==> config.mk <==
export PLATFORM = sky130hd
export DESIGN_NAME = dmem_arbiter
export DESIGN_NICKNAME = d
export VERILOG_FILES = /design/src/rtl/dmem_arbiter.sv
export SDC_FILE = /design/constraint.sdc
export NUM_CORES = 1
export LEC_CHECK = 0
export ABC_AREA = 1
export BUFFER_PORTS_ARGS = -buffer_cell sky130_fd_sc_hd__buf_2
export CORE_AREA = 10 10 109 111
export CTS_CLUSTER_DIAMETER = 150
export DETAILED_ROUTE_END_ITERATION = 8
export DIE_AREA = 0 0 119 121
export PLACE_DENSITY = 0.79
export SYNTH_ARGS = -nofsm -noshare
export SYNTH_HDL_FRONTEND = slang
export SYNTH_SLANG_ARGS = --single-unit
==> constraint.sdc <==
create_clock -name clk -period 1.8 [get_ports clk]
set_input_delay 0.45 -clock clk [delete_from_list [all_inputs] [get_ports clk]]
set_output_delay 0.45 -clock clk [all_outputs]
set_load 0.02 [all_outputs]
==> src/rtl/dmem_arbiter.sv <==
// Arbitrates the single-port data RAM between the core (fixed priority) and a loader port,
// with a starvation counter that forces a loader grant. Define ARB_STATS_EN for stat counters.
module dmem_arbiter #(
    parameter int unsigned AW           = 32,
    parameter int unsigned DW           = 32,
    parameter int unsigned STARVE_LIMIT = 4,
    parameter int unsigned CNT_W        = 8
) (
    input  logic          clk,
    input  logic          rst,
    input  logic          c_en,
    input  logic          c_we,
    input  logic [AW-1:0] c_addr,
    input  logic [DW-1:0] c_din,
    output logic          c_stall,
    output logic [DW-1:0] c_dout,
    output logic          c_valid,
    input  logic          l_req,
    input  logic          l_we,
    input  logic [AW-1:0] l_addr,
    input  logic [DW-1:0] l_din,
    output logic          l_gnt,
    output logic [DW-1:0] l_dout,
    output logic          l_valid,
    output logic          ram_en,
    output logic          ram_we,
    output logic [AW-1:0] ram_addr,
    output logic [DW-1:0] ram_di,
    input  logic [DW-1:0] ram_dout
`ifdef ARB_STATS_EN
    ,
    output logic [15:0]   stat_conflicts,
    output logic [15:0]   stat_forced
`endif
);

    typedef enum logic [1:0] {OwnNone, OwnC, OwnL} owner_e;

    localparam logic [CNT_W-1:0] Limit = CNT_W'(STARVE_LIMIT);

    owner_e           owner_q;
    logic [CNT_W-1:0] wait_cnt_q;
    logic             force_l;
    logic             win_c;
    logic             win_l;

    // Gating by rst keeps every strobe low for the whole time reset is held.
    always_comb begin
        force_l = l_req && (wait_cnt_q == Limit);
        win_l   = !rst && (force_l || (l_req && !c_en));
        win_c   = !rst && c_en && !force_l;
    end

    always_comb begin
        ram_en   = win_l || win_c;
        ram_we   = 1'b0;
        ram_addr = '0;
        ram_di   = '0;
        if (win_l) begin
            ram_we   = l_we;
            ram_addr = l_addr;
            ram_di   = l_din;
        end else if (win_c) begin
            ram_we   = c_we;
            ram_addr = c_addr;
            ram_di   = c_din;
        end
        l_gnt   = win_l;
        c_stall = c_en && win_l;
        c_valid = !rst && (owner_q == OwnC);
        l_valid = !rst && (owner_q == OwnL);
        c_dout  = ram_dout;
        l_dout  = ram_dout;
    end

    always_ff @(posedge clk or posedge rst) begin
        if (rst) begin
            owner_q    <= OwnNone;
            wait_cnt_q <= '0;
        end else begin
            if (win_c && !c_we) begin
                owner_q <= OwnC;
            end else if (win_l && !l_we) begin
                owner_q <= OwnL;
            end else begin
                owner_q <= OwnNone;
            end
            if (!l_req || win_l) begin
                wait_cnt_q <= '0;
            end else if (wait_cnt_q != Limit) begin
                wait_cnt_q <= wait_cnt_q + 1'b1;
            end
        end
    end

`ifdef ARB_STATS_EN
    always_ff @(posedge clk or posedge rst) begin
        if (rst) begin
            stat_conflicts <= '0;
            stat_forced    <= '0;
        end else begin
            if (c_en && l_req && (stat_conflicts != 16'hFFFF)) begin
                stat_conflicts <= stat_conflicts + 16'd1;
            end
            if (force_l && (stat_forced != 16'hFFFF)) begin
                stat_forced <= stat_forced + 16'd1;
            end
        end
    end
`endif

endmodule

======== Word-level counts from Yosys, hierarchy flattened ========
Index checks and enable logic that the tools add are counted.
word-level totals
  flip-flop bits (word level) ............. 10
  bits of input ports ..................... 166
  output and inout bits ................... 134
  word-level logic and storage cells ...... 37
cells by class
  $add $sub $neg .......................... 1
  eq/ne operators ......................... 4
  multiplexer cells ....................... 10
  reductions and logical operators ........ 20
operators with widths
  kind                                                                     number
  32-bit 2-to-1 mux                                                        4
  8-bit 2-to-1 mux                                                         2
  1-bit logical AND                                                        10
  8-bit by 1-bit adder with 8-bit output, second input constant            1
  8-bit by 3-bit == test with 1-bit output, second input constant          1
  8-bit by 3-bit inequality test with 1-bit output, second input constant  1
  1-bit logical NOT                                                        6
  2-bit 2-to-1 mux                                                         2
  1-bit logical OR                                                         3
  2-bit by 1-bit == test with 1-bit output, second input constant          1
  2-bit == test, second input constant                                     1
  1-bit 2-to-1 mux                                                         2
  2-bit nonzero test                                                       1

======== Logic depth before layout (Yosys ltp) ========
  depth in word-level cells ............... 7
  depth in mapped cells ................... 9

======== Worst setup path after synthesis ========
Ideal clock, no wire load.
  path type ............................... register to output
  start point ............................. register wait_cnt_q[0]
  end point ............................... output ram_addr[31]
  arrival ................................. 1.633 ns
  setup slack ............................. -0.283 ns
  stages on the path, launching flop included .. 9
  buffers on the path ..................... 0
  cells stage by stage .................... dfrtp_1 -> inv_1 -> ha_1 -> nand2_1 -> nor2_1 -> nand2_1 -> nand2_2 -> nand2_2 -> o21ai_0
between the ends
  cells in the longest elaborated chain, start to end .. 6
ends and longest elaborated chain
  item                                          line  text
  from (decl)                                   42    logic [CNT_W-1:0] wait_cnt_q;
  from (signal assigned)                        91    wait_cnt_q <= wait_cnt_q + 1'b1;
  8-bit by 3-bit == test with 1-bit output (*)  49    force_l = l_req && (wait_cnt_q == Limit);
  1-bit logical AND (*)                         49
  1-bit logical NOT                             51    win_c = !rst && c_en && !force_l;
  1-bit logical AND                             51
  32-bit 2-to-1 mux                             63    end else if (win_c) begin
  32-bit 2-to-1 mux (*)                         59    if (win_l) begin
  to (decl)                                     27    output logic [AW-1:0] ram_addr,
Every way passes the cells marked *; elsewhere a longest branch is shown, timed or not.

======== Worst setup path in the final report ========
  start point ............................. register wait_cnt_q[0]
  end point ............................... output ram_we
between the ends
  cells in the longest elaborated chain, start to end .. 6
ends and longest elaborated chain
  item                                          line  text
  8-bit by 3-bit == test with 1-bit output (*)  49
  1-bit logical AND (*)                         49
  1-bit logical NOT                             51
  1-bit logical AND                             51
  1-bit 2-to-1 mux                              63
  1-bit 2-to-1 mux (*)                          59
  to (decl)                                     26    output logic ram_we,
Marked as above.

==> load_flow_metrics.sql <==
INSERT INTO impl_metrics (metric_group, metric, value, unit) VALUES
('worst_setup_path', 'timing.critical_path.buf_inv', '4', ''),
('logic_synthesis', 'ys_top_cells_by_area', 'buf_4 (23%), nand3_1 (19%), nand3_2 (17%)', ''),
('worst_setup_path', 'critPathKind', 'flip-flop to primary output', ''),
('logic_synthesis', 'per_instance_average_area_after_synthesis', '6.37', 'um2'),
('floorplanning', 'die-width', '119', 'um'),
('grt', 'grt_first_pass_wirelength', '18600', 'um'),
('drt', 'drt_pre_antenna_iters', '4', ''),
('worst_setup_path', 'crit_path_cell_trace', 'inv_2 > ha_4 > buf_4 > nand3_4 > nor2_4 > nand2_4 > buf_12 > nand3_2 > o21ai_4 > buf_4', ''),
('logic_synthesis', 'synth_sequential_area_ratio', '10.4', '%'),
('logic_synthesis', 'yosysWarnings', '0', ''),
('clocking', 'cts_made_buffers', '3', ''),
('pwr', 'power.net_switching', '0.615', 'mW'),
('place', 'dp.cells', '651', ''),
('logic_synthesis', 'syn-instance-count', '378', ''),
('timing', 'worst_clock_skew', '0.00525', 'ns'),
('worst_setup_path', 'worstSetupEndpointType', 'primary output', ''),
('drt', 'num_vias', '3152', ''),
('clocking', 'cts.reportedPaths.clkPinSlew', '0.05', 'ns'),
('layout', 'area_delta_synth_final', '82.6', '%'),
('logic_synthesis', 'synthDistinctLibCells', '21', ''),
('clocking', 'insertion_delay_to_the_later_sink_of_the_worst_skew_pair', '0.25', 'ns'),
('timing', 'hold_ws', '0.245', 'ns'),
('pwr', 'peakVddDrop', '0.254', 'mV'),
('status', 'failing_checks', 'negative setup slack', ''),
('timing', 'maxSlewViolCount', '0', ''),
('floorplanning', 'initial_utilization', '25.0', '%'),
('drt', 'drc_errors', '0', ''),
('layout', 'antennaDiodeCount', '0', ''),
('grt', 'global_route.usage.total', '15.7', '%'),
('floorplanning', 'core_area', '9640', 'um2'),
('drt', 'initialDrtViolationCount', '142', ''),
('floorplanning', 'row_count', '36', ''),
('logic_synthesis', 'synthesis.nets', '546', ''),
('layout', 'fillers', '989', ''),
('floorplanning', 'die_area', '14400', 'um2'),
('worst_setup_path', 'timing.reg2reg.setup_slack', '0.14', 'ns'),
('worst_setup_path', 'worstSetupStartpointType', 'flip-flop', ''),
('worst_setup_path', 'timing.critical_path.slowest_cell_delay', '0.38', 'ns'),
('timing', 'final-hold-violation-count', '0', ''),
('worst_setup_path', 'r2r_end', 'wait_cnt_q[4]$_DFFE_PP0P_', ''),
('drt', 'drt-wirelength-per-cell', '19.3', 'um'),
('place', 'dpl-instance-area', '3500', 'um2'),
('clocking', 'clockBufferDepth', '2', ''),
('layout', 'instances_no_fill', '667', ''),
('status', 'run_status', 'complete, but fails checks', ''),
('timing', 'final_critical_path_setup_slack', '-0.429', 'ns'),
('drt', 'routed_wirelength', '12900', 'um'),
('timing', 'timing.final.crit_period', '2.23', 'ns'),
('pwr', 'power_switching_share', '40.9', '%'),
('clocking', 'htreeDepth', '1', ''),
('grt', 'initial_antenna_violation_count', '0', ''),
('pwr', 'share_of_power_burned_in_registers', '15.7', '%'),
('pwr', 'powerDensity', '342', 'nW/um2'),
('worst_setup_path', 'timing.critical_path.to', 'ram_we', ''),
('flow_run', 'cap_violations', '0', ''),
('logic_synthesis', 'synth-seq-cells', '10', ''),
('logic_synthesis', 'synth_largest_type_area_fraction', '23.4', '%'),
('place', 'globalplace.congestion', '0.883', ''),
('timing', 'worst_pin_slew', '0.280', 'ns'),
('worst_setup_path', 'cpLargestDelayFamily', 'buffers and inverters', ''),
('logic_synthesis', 'post-synth-top-area-cell', 'buf_4', ''),
('pwr', 'share_clk_of_total_power', '19.5', '%'),
('worst_setup_path', 'timing.critical_path.arrival', '1.78', 'ns'),
('worst_setup_path', 'worstSetupPathDepth', '10', ''),
('worst_setup_path', 'setup.worst_path.start', 'wait_cnt_q[0]$_DFFE_PP0P_', ''),
('worst_setup_path', 'timing.critical_path.required', '1.35', 'ns'),
('floorplanning', 'top_level_ports', '300', ''),
('timing', 'setup_repair_after_global_routing_missed_its_margin', 'yes', ''),
('timing', 'setup_viol_count_final', '68', ''),
('layout', 'finalNetCount', '703', ''),
('pwr', 'power_frac_comb', '64.7', '%');
[cells in the mapped netlist]
master     count
nand2_1       87
buf_6          5
buf_1          2
nor2_2         2
clkbuf_1       2
buf_4         75
dfrtp_1       10
nand2_2        2
o21ai_0        4
nor4_1         1
nand4_1        3
nand3_1       92
nor2_1        14
o2111ai_1      4
nor3_1         2
inv_2          5
nand3_2       41
buf_2          8
xor2_1         2
ha_1           2
inv_1         15
[cells in the final DEF, fill, tap and decap left out, types with 3 or more instances in the layout]
cell / netlist / layout
o2111ai_1: 4 / 4
buf_12: 0 / 11
nand4_1: 3 / 3
inv_1: 15 / 12
inv_2: 5 / 6
nand2_1: 87 / 24
buf_4: 75 / 43
nand2_2: 2 / 59
clkbuf_16: 0 / 3
nand2_4: 0 / 4
buf_2: 8 / 136
nand3_1: 92 / 56
nand3_4: 0 / 11
nor2_1: 14 / 13
buf_6: 5 / 49
clkbuf_8: 0 / 4
dfrtp_1: 10 / 10
nand3_2: 41 / 66
[sequential cells by signal, summed over array words and instances (netlist names)]
register	cells
wait_cnt_q	8
owner_q	2
[worst register-to-register path: stages (launching register included)]
cell	delay [ns]
dfrtp_1	0.38
inv_2	0.08
ha_4	0.14
nand2_1	0.06
nor2_2	0.09
nand2_2	0.11
nand2_8	0.15
buf_12	0.14
nand2_8	0.07
buf_4	0.14
nand2_1	0.12
nor2_1	0.06
[through the flow]
step | TNS [ns] | power, mW
after floorplan | -2.23 | 0.854
after detailed placement | -11.82 | 0.992
after global routing | -31.48 | 1.58
final | -26.32 | 1.50
after global placement | -10.62 | 0.981
after CTS | -24.98 | 1.44
[final cells by class]
| type | count | area [um2] | share of cell area [%] |
|---|---|---|---|
| Tap cell | 133 | 166 | 3.79 |
| Inverter | 20 | 80.1 | 1.82 |
| Sequential cell | 10 | 250 | 5.69 |
| Clock buffer | 4 | 55.1 | 1.25 |
| Timing Repair Buffer | 244 | 1910 | 43.4 |
| Multi-Input combinational cell | 256 | 1940 | 44.1 |
[cell families after synthesis]
| family | count (synthesis) | share of synthesized area, % |
|---|---|---|
| AOI/OAI and AO/OA | 8 | 2.29 |
| xor gates and xnor gates | 2 | 0.728 |
| adders and majority gates | 2 | 1.04 |
| buffers and inverters | 112 | 31.1 |
| DFF | 10 | 10.4 |
| and+or+nand+nor | 244 | 54.4 |
[routing by layer]
layer  vias to the layer above  wire, um  GRT usage, %
met3                        12      1460          7.07
met1                      1427      4430          15.6
li1                       1511         -             -
met5                         -         0             0
met4                         0       172          2.44
met2                       202      6800          29.6
[worst min-delay path by stage]
stage / to / cells past startpoint / from
4_1_cts: owner_q[1]$_DFF_PP0_ / 3 / rst
3_3_place_gp: owner_q[1]$_DFF_PP0_ / 3 / rst
3_5_place_dp: owner_q[1]$_DFF_PP0_ / 3 / rst
2_1_floorplan: owner_q[0]$_DFF_PP0_ / 2 / rst
6_report: owner_q[0]$_DFF_PP0_ / 3 / rst
5_1_grt: owner_q[1]$_DFF_PP0_ / 3 / rst
[timing repair]
item / CTS / global route
cloned: 2 / 3
setup buffers: 3 / 4
setup endpoints to repair: 68 / 72
pin swaps: 7 / 5
resized for setup: 138 / 36
hold buffers: 0 / 0
[power groups by stage]
stage	Clock, mW	Combinational [mW]	Sequential (mW)
after CTS	0.293	0.914	0.236
final	0.294	0.974	0.236
after global routing	0.304	1.04	0.237
after floorplan	0	0.614	0.241
after detailed placement	0	0.753	0.239
after global placement	0	0.742	0.239
Note: power is estimated with default switching activity, not from simulation.
